===== src/rtl/pc_fetch_unit_if.sv =====
// Instruction-memory handshake between the fetch unit (master) and memory (slave).
// One request is outstanding at a time: req/addr are accepted with ready, and the
// instruction comes back later with rvalid/rdata.
interface pc_fetch_unit_if #(
    parameter int XLEN = 32
);
    logic            imem_req;
    logic [XLEN-1:0] imem_addr;
    logic            imem_ready;
    logic            imem_rvalid;
    logic [31:0]     imem_rdata;

    modport master (
        output imem_req,
        output imem_addr,
        input  imem_ready,
        input  imem_rvalid,
        input  imem_rdata
    );

    modport slave (
        input  imem_req,
        input  imem_addr,
        output imem_ready,
        output imem_rvalid,
        output imem_rdata
    );
endinterface


===== src/rtl/pc_fetch_unit.sv =====
// PC owner and single-outstanding instruction fetcher.
// Fetches at pc, holds the returned instruction for decode/execute, then takes
// back the branch/jump resolution on instr_ack to pick the next PC. External
// flush redirects at any point; misaligned control-flow targets divert to the
// trap vector with a one-cycle trap pulse.
module pc_fetch_unit #(
    parameter int              XLEN         = 32,
    parameter logic [XLEN-1:0] RESET_VECTOR = XLEN'(32'h0000_0000),
    parameter logic [XLEN-1:0] TRAP_VECTOR  = XLEN'(32'h0000_0100),
    parameter int              CNT_W        = 32
) (
    input  logic                 clk,
    input  logic                 rst_n,
    pc_fetch_unit_if.master      imem,
    output logic                 instr_valid_o,
    output logic [31:0]          instr_o,
    output logic [XLEN-1:0]      instr_pc_o,
    output logic [XLEN-1:0]      link_addr_o,
    input  logic                 instr_ack_i,
    input  logic                 br_en_i,
    input  logic [2:0]           br_funct3_i,
    input  logic                 jal_i,
    input  logic                 jalr_i,
    input  logic [XLEN-1:0]      rs1_val_i,
    input  logic [XLEN-1:0]      rs2_val_i,
    input  logic [XLEN-1:0]      imm_i,
    input  logic                 flush_i,
    input  logic [XLEN-1:0]      flush_pc_i,
    output logic                 trap_valid_o,
    output logic [XLEN-1:0]      trap_epc_o,
    output logic [XLEN-1:0]      trap_tval_o,
    output logic [CNT_W-1:0]     retire_cnt_o
);

    typedef enum logic [1:0] {
        S_IDLE = 2'd0,
        S_REQ  = 2'd1,
        S_WAIT = 2'd2,
        S_HOLD = 2'd3
    } state_e;

    state_e            state_q, state_d;
    logic [XLEN-1:0]   pc_q, pc_d;
    logic              drop_q, drop_d;
    logic [31:0]       instr_q, instr_d;
    logic [XLEN-1:0]   instr_pc_q, instr_pc_d;
    logic [CNT_W-1:0]  retire_q, retire_d;
    logic              trap_valid_q, trap_valid_d;
    logic [XLEN-1:0]   trap_epc_q, trap_epc_d;
    logic [XLEN-1:0]   trap_tval_q, trap_tval_d;

    logic              br_taken;
    logic              redirect;
    logic [XLEN-1:0]   target;
    logic              misaligned;
    logic [XLEN-1:0]   resolved_pc;
    logic [XLEN-1:0]   flush_target;
    logic              accept;

    // Flush target is always word aligned; the two low bits of flush_pc are dropped.
    assign flush_target = flush_pc_i & ~XLEN'(3);

    // An acknowledged instruction retires only if no flush arrives with it.
    assign accept = (state_q == S_HOLD) && instr_ack_i && !flush_i;

    // Branch condition evaluation; 010/011 are not branch encodings and never take.
    always_comb begin
        br_taken = 1'b0;
        case (br_funct3_i)
            3'b000:  br_taken = (rs1_val_i == rs2_val_i);
            3'b001:  br_taken = (rs1_val_i != rs2_val_i);
            3'b100:  br_taken = ($signed(rs1_val_i) <  $signed(rs2_val_i));
            3'b101:  br_taken = ($signed(rs1_val_i) >= $signed(rs2_val_i));
            3'b110:  br_taken = (rs1_val_i <  rs2_val_i);
            3'b111:  br_taken = (rs1_val_i >= rs2_val_i);
            default: br_taken = 1'b0;
        endcase
    end

    // Next-PC selection: jalr over jal over taken branch over fall-through.
    always_comb begin
        redirect = 1'b1;
        target   = instr_pc_q + XLEN'(4);
        if (jalr_i) begin
            target = (rs1_val_i + imm_i) & ~XLEN'(1);
        end else if (jal_i || (br_en_i && br_taken)) begin
            target = instr_pc_q + imm_i;
        end else begin
            redirect = 1'b0;
        end
        misaligned  = redirect && (target[1:0] != 2'b00);
        resolved_pc = misaligned ? TRAP_VECTOR : target;
    end

    // State register.
    always_ff @(posedge clk or negedge rst_n) begin
        if (!rst_n) begin
            state_q <= S_IDLE;
        end else begin
            state_q <= state_d;
        end
    end

    // Next-state logic; a flush only changes where fetching resumes, plus forcing
    // HOLD and a same-cycle WAIT response back to REQ.
    always_comb begin
        state_d = state_q;
        case (state_q)
            S_IDLE: state_d = S_REQ;
            S_REQ:  if (imem.imem_ready) state_d = S_WAIT;
            S_WAIT: if (imem.imem_rvalid) state_d = (drop_q || flush_i) ? S_REQ : S_HOLD;
            S_HOLD: if (flush_i || instr_ack_i) state_d = S_REQ;
            default: state_d = S_IDLE;
        endcase
    end

    // State-decoded outputs.
    always_comb begin
        imem.imem_req = (state_q == S_REQ);
        instr_valid_o = (state_q == S_HOLD);
    end

    // Datapath next-state: pc, drop flag, held instruction, retire count, trap info.
    always_comb begin
        pc_d         = pc_q;
        drop_d       = drop_q;
        instr_d      = instr_q;
        instr_pc_d   = instr_pc_q;
        retire_d     = retire_q;
        trap_valid_d = 1'b0;
        trap_epc_d   = trap_epc_q;
        trap_tval_d  = trap_tval_q;

        if (flush_i) begin
            pc_d = flush_target;
        end else if (accept) begin
            pc_d = resolved_pc;
        end

        // A flush racing an accepted request leaves a stale response in flight.
        if (state_q == S_REQ && flush_i && imem.imem_ready) begin
            drop_d = 1'b1;
        end

        if (state_q == S_WAIT) begin
            if (imem.imem_rvalid) begin
                drop_d = 1'b0;
                if (!drop_q && !flush_i) begin
                    instr_d    = imem.imem_rdata;
                    instr_pc_d = pc_q;
                end
            end else if (flush_i) begin
                drop_d = 1'b1;
            end
        end

        if (accept) begin
            retire_d = retire_q + CNT_W'(1);
            if (misaligned) begin
                trap_valid_d = 1'b1;
                trap_epc_d   = instr_pc_q;
                trap_tval_d  = target;
            end
        end
    end

    // Datapath registers.
    always_ff @(posedge clk or negedge rst_n) begin
        if (!rst_n) begin
            pc_q         <= RESET_VECTOR;
            drop_q       <= 1'b0;
            instr_q      <= '0;
            instr_pc_q   <= '0;
            retire_q     <= '0;
            trap_valid_q <= 1'b0;
            trap_epc_q   <= '0;
            trap_tval_q  <= '0;
        end else begin
            pc_q         <= pc_d;
            drop_q       <= drop_d;
            instr_q      <= instr_d;
            instr_pc_q   <= instr_pc_d;
            retire_q     <= retire_d;
            trap_valid_q <= trap_valid_d;
            trap_epc_q   <= trap_epc_d;
            trap_tval_q  <= trap_tval_d;
        end
    end

    assign imem.imem_addr = pc_q;
    assign instr_o        = instr_q;
    assign instr_pc_o     = instr_pc_q;
    // Link address is only meaningful while an instruction is held; zero otherwise.
    assign link_addr_o    = instr_valid_o ? (instr_pc_q + XLEN'(4)) : '0;
    assign trap_valid_o   = trap_valid_q;
    assign trap_epc_o     = trap_epc_q;
    assign trap_tval_o    = trap_tval_q;
    assign retire_cnt_o   = retire_q;

endmodule


===== src/flat_wrapper.sv =====
// flat-port wrapper written by rule: the top's interface ports become plain ports
module pc_fetch_unit_flat 
#(
    parameter int              XLEN         = 32,
    parameter logic [XLEN-1:0] RESET_VECTOR = XLEN'(32'h0000_0000),
    parameter logic [XLEN-1:0] TRAP_VECTOR  = XLEN'(32'h0000_0100),
    parameter int              CNT_W        = 32
)
  (clk, rst_n, instr_valid_o, instr_o, instr_pc_o, link_addr_o, instr_ack_i, br_en_i, br_funct3_i, jal_i, jalr_i, rs1_val_i, rs2_val_i, imm_i, flush_i, flush_pc_i, trap_valid_o, trap_epc_o, trap_tval_o, retire_cnt_o, imem_imem_req, imem_imem_addr, imem_imem_ready, imem_imem_rvalid, imem_imem_rdata);
  pc_fetch_unit_if #(.XLEN(XLEN)) imem_i ();
  input  logic clk;
  input  logic rst_n;
  output logic instr_valid_o;
  output logic [31:0] instr_o;
  output logic [XLEN-1:0] instr_pc_o;
  output logic [XLEN-1:0] link_addr_o;
  input  logic instr_ack_i;
  input  logic br_en_i;
  input  logic [2:0] br_funct3_i;
  input  logic jal_i;
  input  logic jalr_i;
  input  logic [XLEN-1:0] rs1_val_i;
  input  logic [XLEN-1:0] rs2_val_i;
  input  logic [XLEN-1:0] imm_i;
  input  logic flush_i;
  input  logic [XLEN-1:0] flush_pc_i;
  output logic trap_valid_o;
  output logic [XLEN-1:0] trap_epc_o;
  output logic [XLEN-1:0] trap_tval_o;
  output logic [CNT_W-1:0] retire_cnt_o;
  output wire logic [$bits(imem_i.imem_req)-1:0] imem_imem_req;
  output wire logic [$bits(imem_i.imem_addr)-1:0] imem_imem_addr;
  input wire logic [$bits(imem_i.imem_ready)-1:0] imem_imem_ready;
  input wire logic [$bits(imem_i.imem_rvalid)-1:0] imem_imem_rvalid;
  input wire logic [$bits(imem_i.imem_rdata)-1:0] imem_imem_rdata;
  assign imem_imem_req = imem_i.imem_req;
  assign imem_imem_addr = imem_i.imem_addr;
  assign imem_i.imem_ready = imem_imem_ready;
  assign imem_i.imem_rvalid = imem_imem_rvalid;
  assign imem_i.imem_rdata = imem_imem_rdata;
  pc_fetch_unit #(.XLEN(XLEN), .RESET_VECTOR(RESET_VECTOR), .TRAP_VECTOR(TRAP_VECTOR), .CNT_W(CNT_W)) u_core (.clk(clk), .rst_n(rst_n), .imem(imem_i), .instr_valid_o(instr_valid_o), .instr_o(instr_o), .instr_pc_o(instr_pc_o), .link_addr_o(link_addr_o), .instr_ack_i(instr_ack_i), .br_en_i(br_en_i), .br_funct3_i(br_funct3_i), .jal_i(jal_i), .jalr_i(jalr_i), .rs1_val_i(rs1_val_i), .rs2_val_i(rs2_val_i), .imm_i(imm_i), .flush_i(flush_i), .flush_pc_i(flush_pc_i), .trap_valid_o(trap_valid_o), .trap_epc_o(trap_epc_o), .trap_tval_o(trap_tval_o), .retire_cnt_o(retire_cnt_o));
endmodule

===== config.mk =====
export PLATFORM = sky130hd
export DESIGN_NAME = pc_fetch_unit_flat
export DESIGN_NICKNAME = d
export VERILOG_FILES = /design/src/rtl/pc_fetch_unit_if.sv /design/src/rtl/pc_fetch_unit.sv /design/src/flat_wrapper.sv
export SDC_FILE = /design/constraint.sdc
export NUM_CORES = 1
export LEC_CHECK = 0
export CORE_MARGIN = 3
export CORE_UTILIZATION = 48
export DETAILED_ROUTE_END_ITERATION = 12
export GPL_ROUTABILITY_DRIVEN = 0
export PLACE_DENSITY = 0.84
export SYNTH_ARGS = -nofsm -noshare
export SYNTH_HDL_FRONTEND = slang
export SYNTH_SLANG_ARGS = --single-unit

===== constraint.sdc =====
create_clock -name clk -period 3.6 [get_ports clk]
set_clock_uncertainty 0.05 [all_clocks]
set_input_delay 0.72 -clock clk [delete_from_list [all_inputs] [get_ports clk]]
set_output_delay 0.72 -clock clk [all_outputs]
set_load 0.01 [all_outputs]

# Yosys cells after proc, flatten, opt, wreduce, memory -nomap -nowiden
# Cells that the tools add are included.
[op_classes]
n_eq_ne = 13
addsub = 4
order_cmp = 4
mux = 20
reduce_logical = 19
[ops]
columns = ["op", "count"]
rows = [
  ["32-bit two-way mux", 6],
  ["32-bit adder", 2],
  ["32-bit >= comparator", 2],
  ["32-bit < comparator", 2],
  ["32-bit by 1-bit adder with 32-bit output, second input constant", 1],
  ["32-bit by 3-bit adder with 32-bit output, second input constant", 1],
  ["32-bit == test", 1],
  ["32-bit inequality test", 1],
  ["3-bit == test, second input constant", 4],
  ["1-bit two-way mux", 8],
  ["2-bit two-way mux", 4],
  ["2-bit one-hot mux with 4 select lines", 1],
  ["1-bit logical AND", 7],
  ["1-bit one-hot mux with 6 select lines", 1],
  ["3-bit AND reduction", 2],
  ["2-bit == test, second input constant", 2],
  ["2-bit inequality test, second input constant", 2],
  ["2-bit nonzero test", 2],
  ["3-bit by 1-bit == test with 1-bit output, second input constant", 1],
  ["3-bit zero test", 1],
  ["1-bit logical OR", 3],
  ["2-bit by 1-bit == test with 1-bit output, second input constant", 1],
  ["1-bit zero test", 2],
  ["2-bit zero test", 1],
  ["2 further kinds", 2],
]
[totals]
ff_bits = 196
output_inout_bits = 227
word_cells = 69

# Longest topological paths before layout
[depth]
ltp_word = 11
depth_mapped = 16

# Worst setup path before layout
# No wires, ideal clock.
[synth_path]
path_kind = "in2reg"
startpoint = "in imm_i[0]"
endpoint = "reg u_core.pc_q[30], in the netlist u_core.imem.imem_addr[30]"
setup_ns = 0.133
setup_slack_ns = 0.269
arrival_time_ns = 3.148
required_time_ns = 3.417
cell_stages = 12
cell_sequence = "ha_1 -> fa_1 -> a211oi_1 -> o21ai_2 -> o2111ai_1 -> a21oi_2 -> o21ai_1 -> o41ai_1 -> a211o_1 -> mux2_2 -> mux2i_1 -> o21ai_0"
[synth_via]
elab_chain_cells = 8
word_cells_on_any_way = 9
cone_classes = "2 x add/sub; 5 x mux; 2 x reduce/logical"
[synth_rtl]
columns = ["item", "line_no", "source"]
rows = [
  ["start, declared", "flat_wrapper.sv:24", "input logic [XLEN-1:0] imm_i;"],
  ["32-bit adder", "pc_fetch_unit.sv:87", "target = instr_pc_q + imm_i;"],
  ["32-bit two-way mux", "pc_fetch_unit.sv:86", "end else if (jal_i || (br_en_i && br_taken)) begin"],
  ["32-bit two-way mux (*)", "pc_fetch_unit.sv:84", "if (jalr_i) begin"],
  ["2-bit nonzero test", "pc_fetch_unit.sv:91", "misaligned = redirect && (target[1:0] != 2'b00);"],
  ["1-bit logical AND", "pc_fetch_unit.sv:91", ""],
  ["32-bit two-way mux (*)", "pc_fetch_unit.sv:92", "resolved_pc = misaligned ? TRAP_VECTOR : target;"],
  ["32-bit two-way mux (*)", "pc_fetch_unit.sv:136", "end else if (accept) begin"],
  ["32-bit two-way mux (*)", "pc_fetch_unit.sv:134", "if (flush_i) begin"],
  ["end signal, assigned", "pc_fetch_unit.sv:179", "pc_q <= pc_d;"],
  ["end, declared", "pc_fetch_unit.sv:43", "logic [XLEN-1:0] pc_q, pc_d;"],
]
# Mark *: on every way between the ends. The rest lies on a longest branch, timed or not. The select of a mux whose other input is x is not followed.
# A chain may end at the register's enable or synchronous reset.

# Worst setup path after layout
[layout_path]
startpoint = "in rs2_val_i[1]"
endpoint = "reg u_core.trap_tval_q[13], in the netlist u_core.trap_tval_o[13]"
[layout_via]
elab_chain_cells = 9
word_cells_on_any_way = 16
cone_classes = "4 x order compare; 2 x eq/ne; 5 x mux; 5 x reduce/logical"
[layout_rtl]
columns = ["item", "line_no", "source"]
rows = [
  ["start, declared", "flat_wrapper.sv:23", "input logic [XLEN-1:0] rs2_val_i;"],
  ["32-bit >= comparator (tied with other cells)", "pc_fetch_unit.sv:75", "3'b111: br_taken = (rs1_val_i >= rs2_val_i);"],
  ["1-bit one-hot mux with 6 select lines (*)", "pc_fetch_unit.sv:69", "case (br_funct3_i)"],
  ["1-bit logical AND (*)", "pc_fetch_unit.sv:86", ""],
  ["1-bit logical OR (*)", "pc_fetch_unit.sv:86", ""],
  ["32-bit two-way mux", "pc_fetch_unit.sv:86", ""],
  ["32-bit two-way mux", "pc_fetch_unit.sv:84", ""],
  ["2-bit nonzero test", "pc_fetch_unit.sv:91", ""],
  ["1-bit logical AND", "pc_fetch_unit.sv:91", ""],
  ["2-bit AND reduction (no source line)", "--", ""],
  ["end signal, assigned", "pc_fetch_unit.sv:186", "trap_tval_q <= trap_tval_d;"],
  ["end, declared", "pc_fetch_unit.sv:50", "logic [XLEN-1:0] trap_tval_q, trap_tval_d;"],
]
# Mark *: on every way between the ends. The rest lies on a longest branch, timed or not.

==> impl_metrics.ini <==
[yosys]
synth_top_family_by_area = compound AO/OA/AOI/OAI gates
syn_nets = 1667
synth.top_cell.area_share_pct = 38.17
synth.distinct_cells = 73
synth_xor_area_share_pct = 7.429
synth_edf_count = 0
yosysSeqAreaShare_pct = 38.17
synth_common_cells = nand2_1 (204), dfrtp_1 (196), ha_1 (99)
synthAdderAreaFrac_pct = 9.950
synth.most_common_cell = nand2_1
synthSimpleGateAreaFrac_pct = 16.21
yosysWarnings = 0
yosysTopAreaCell = dfrtp_1
ys_async_sr_fraction_pct = 100.0
synth_area_um2 = 12850
ys.flop_type = dfrtp_1
ys_top_cells_by_area = dfrtp_1 (38%), ha_1 (9.6%), nand2_1 (6.0%)
synth_area_per_cell_um2 = 9.219
synth_cells = 1394
ys_ff_latch = 196
synth.area.mux_share_pct = 6.757
synth_compound_area_share_pct = 18.05

[sta]
setup_slack_ns = 0.01002
slew_headroom_pct = 56.55
post-route-min-period_ns = 3.590
hold_viol_final = 0
tightest_slew_ns = 0.6518
finalSetupViolations = 0
max_freq_mhz = 278.6
period_share_pct = 99.72
rsz0062_at_grt = true
slew_violations = 0

[clocking]
numCtsBuffers = 17
cts_sinks = 196
cts_tree = done
h-tree-depth = 4
clkSlewWorstSetupHoldPaths_ns = 0.08
clockRootBuffer = clkbuf_16
clockBufferDepth = 2
clkLatencyLatePin_ns = 0.43
ctsHoldBuffers = 0

[floorplanning]
die-area_um2 = 28770
io_pins = 399
die_y_um = 169.6
fp-row-count = 59
initial_core_util_pct = 49.04
die_x_um = 169.6
coreArea_um2 = 26210

[setup_path]
start_kind = input port
required_ns = 3.88
criticalPathCategory = input port to flip-flop
end_kind = flip-flop
cp_max_fo = 6
arrival_ns = 3.87

[layout]
drive_gt1_share_pct = 21.21
layout.nets = 2250
area_growth_syn_to_layout_pct = 56.75
finalNonFillerCells = 2329

[pwr]
ir_drop_uv = 351.1
leakage_nw = 9.570
power_density_nw_per_um2 = 521.5

[global_route]
grt-ovfl-total = 0
grt_pass1_wl_mm = 71.01
grt_pass1_vias = 13220
grt_max_degree = 77
antenna_found_initial = 3
grt_usage_pct = 31.22

[min_path]
holdCritPathClass = input port to asynchronous set/reset pin

[placed_design]
io_buffers = 396
preCtsSetupSlack_ns = -0.6087
dp_cells = 2279
dpl.hpwl_mm = 36.96

[routing]
vias = 13370
drc = 0
vias_per_cell = 5.740
wl_per_cell_um = 20.42
routed_wl_mm = 47.57
ant_nets = 0
drt_first_pass_iters = 5
drt_iter0_drc = 1098

[run]
max_cap_violations = 0

[run_status]
outcome = finished, final reports clean
==> critical path, cell delays in order <==
cell and delay, ns:
clkdlybuf4s50_1 0.46, inv_1 0.05, ha_1 0.28, nor2b_1 0.13, o211ai_1 0.19, a21oi_2 0.12, o311ai_4 0.35, a31oi_4 0.16
a21bo_4 0.25, o21ai_4 0.21, buf_12 0.16, buf_12 0.12, buf_4 0.14, mux2i_1 0.19, o21ai_1 0.13, o21ai_0 0.22
==> state kept, by name, summed over array words and instances, names as in the netlist <==
name                   count
u_core.retire_cnt_o       32
u_core.state_q             2
u_core.trap_epc_o         32
u_core.instr_o            32
u_core.instr_pc_o         32
u_core.trap_tval_o        32
u_core.drop_q              1
u_core.trap_valid_o        1
u_core.imem.imem_addr     32
==> worst paths after layout <==
check / slack [ns] / to / cells after the start / start
max in group asynchronous: 2.41 / u_core.trap_tval_o[25]$_DFFE_PN0P_ / 2 / rst_n
min in group clk: 0.43 / u_core.trap_epc_o[28]$_DFFE_PN0P_ / 2 / u_core.trap_epc_o[28]$_DFFE_PN0P_
min reg2reg: 0.43 / u_core.trap_epc_o[28]$_DFFE_PN0P_ / 2 / u_core.trap_epc_o[28]$_DFFE_PN0P_
max reg2reg: 0.29 / u_core.imem.imem_addr[31]$_DFFE_PN0P_ / 15 / u_core.instr_pc_o[2]$_DFFE_PN0P_
max: 0.01 / u_core.trap_tval_o[13]$_DFFE_PN0P_ / 16 / rs2_val_i[1]
min: 0.22 / u_core.retire_cnt_o[30]$_DFFE_PN0P_ / 1 / rst_n
==> metal layers <==
metal / track usage [%] / vias up / share of wire [%]
li1: - / 6172 / -
met4: 13.76 / 0 / 4.4
met3: 5.684 / 124 / 8.4
met2: 53.06 / 668 / 48
met1: 38.94 / 6405 / 39
met5: 0 / - / 0
==> per-stage QoR <==
stage	TNS [ns]	hold WS [ns]	power, mW	cell area, µm²	utilization, %
2_1_floorplan	0	0.3744	5.467	12850	-
3_3_place_gp	-34.55	0.4083	8.104	18690	71.31
3_5_place_dp	-40.43	0.4109	8.281	18690	71.31
4_1_cts	0	0.2520	10.31	19490	74.37
5_1_grt	-0.6816	0.2628	11.05	20140	76.86
6_report	0	0.2190	10.50	20140	76.87
==> cells in the final DEF (no fill, tap or decap), types with 8 or more instances in the layout <==
master           count
nor3_1              13
nor2_1              79
o21ai_0             65
ha_1                84
and2_1              14
xnor2_1             68
dlymetal6s2s_1      35
xor2_1              37
clkdlybuf4s50_1    352
ha_4                15
a21oi_1             71
clkbuf_16           18
a31oi_1              8
mux2i_1             15
o31ai_1             28
a211oi_2             8
inv_1               41
nand3_1             39
mux2_2              62
a21o_1              33
dfrtp_1            195
and3_1              15
o21ai_1              9
a211oi_1             8
nor2b_1             25
buf_4              203
o21a_1               8
buf_12              12
nand2_1            204
a22oi_1             28
inv_2               15
o211ai_1             9
nand4_1             18
==> final cells by class <==
class	count	area, µm²
clock inverters	14	181.4
clock buffers	18	439.2
diodes	4	10.01
well taps	335	419.2
flip-flops and latches	196	4906
inverters	57	214.0
multi-input cells	1091	8125
repair buffers	614	5849
fillers	1758	6062
==> logic make-up (layout without fill, tap and decap cells) <==
kind of cell,count (synthesis),in the layout
compound gates,349,349
xor+xnor,109,109
fa+ha+maj,101,101
buf+inv,107,703
flops,196,196
mux,79,79
other cells,0,4
simple gates,453,453
==> what timing repair did <==
item / in CTS / in global routing
resized for setup: 35 / 122
gates cloned: 0 / 1
pin swaps: 6 / 31
endpoints found under the setup margin: 54 / 93
buffers inserted: 3 / 10
==> report_power, final <==
part	leakage (nW)	switching (mW)	total (mW)	internal, mW
sequential	2.58	0.444	3.22	2.78
clock	0.303	0.928	1.95	1.02
combinational	6.69	2.59	5.33	2.75
total	9.57	3.96	10.5	6.55
No activity file was read; power rests on OpenSTA's default activity.
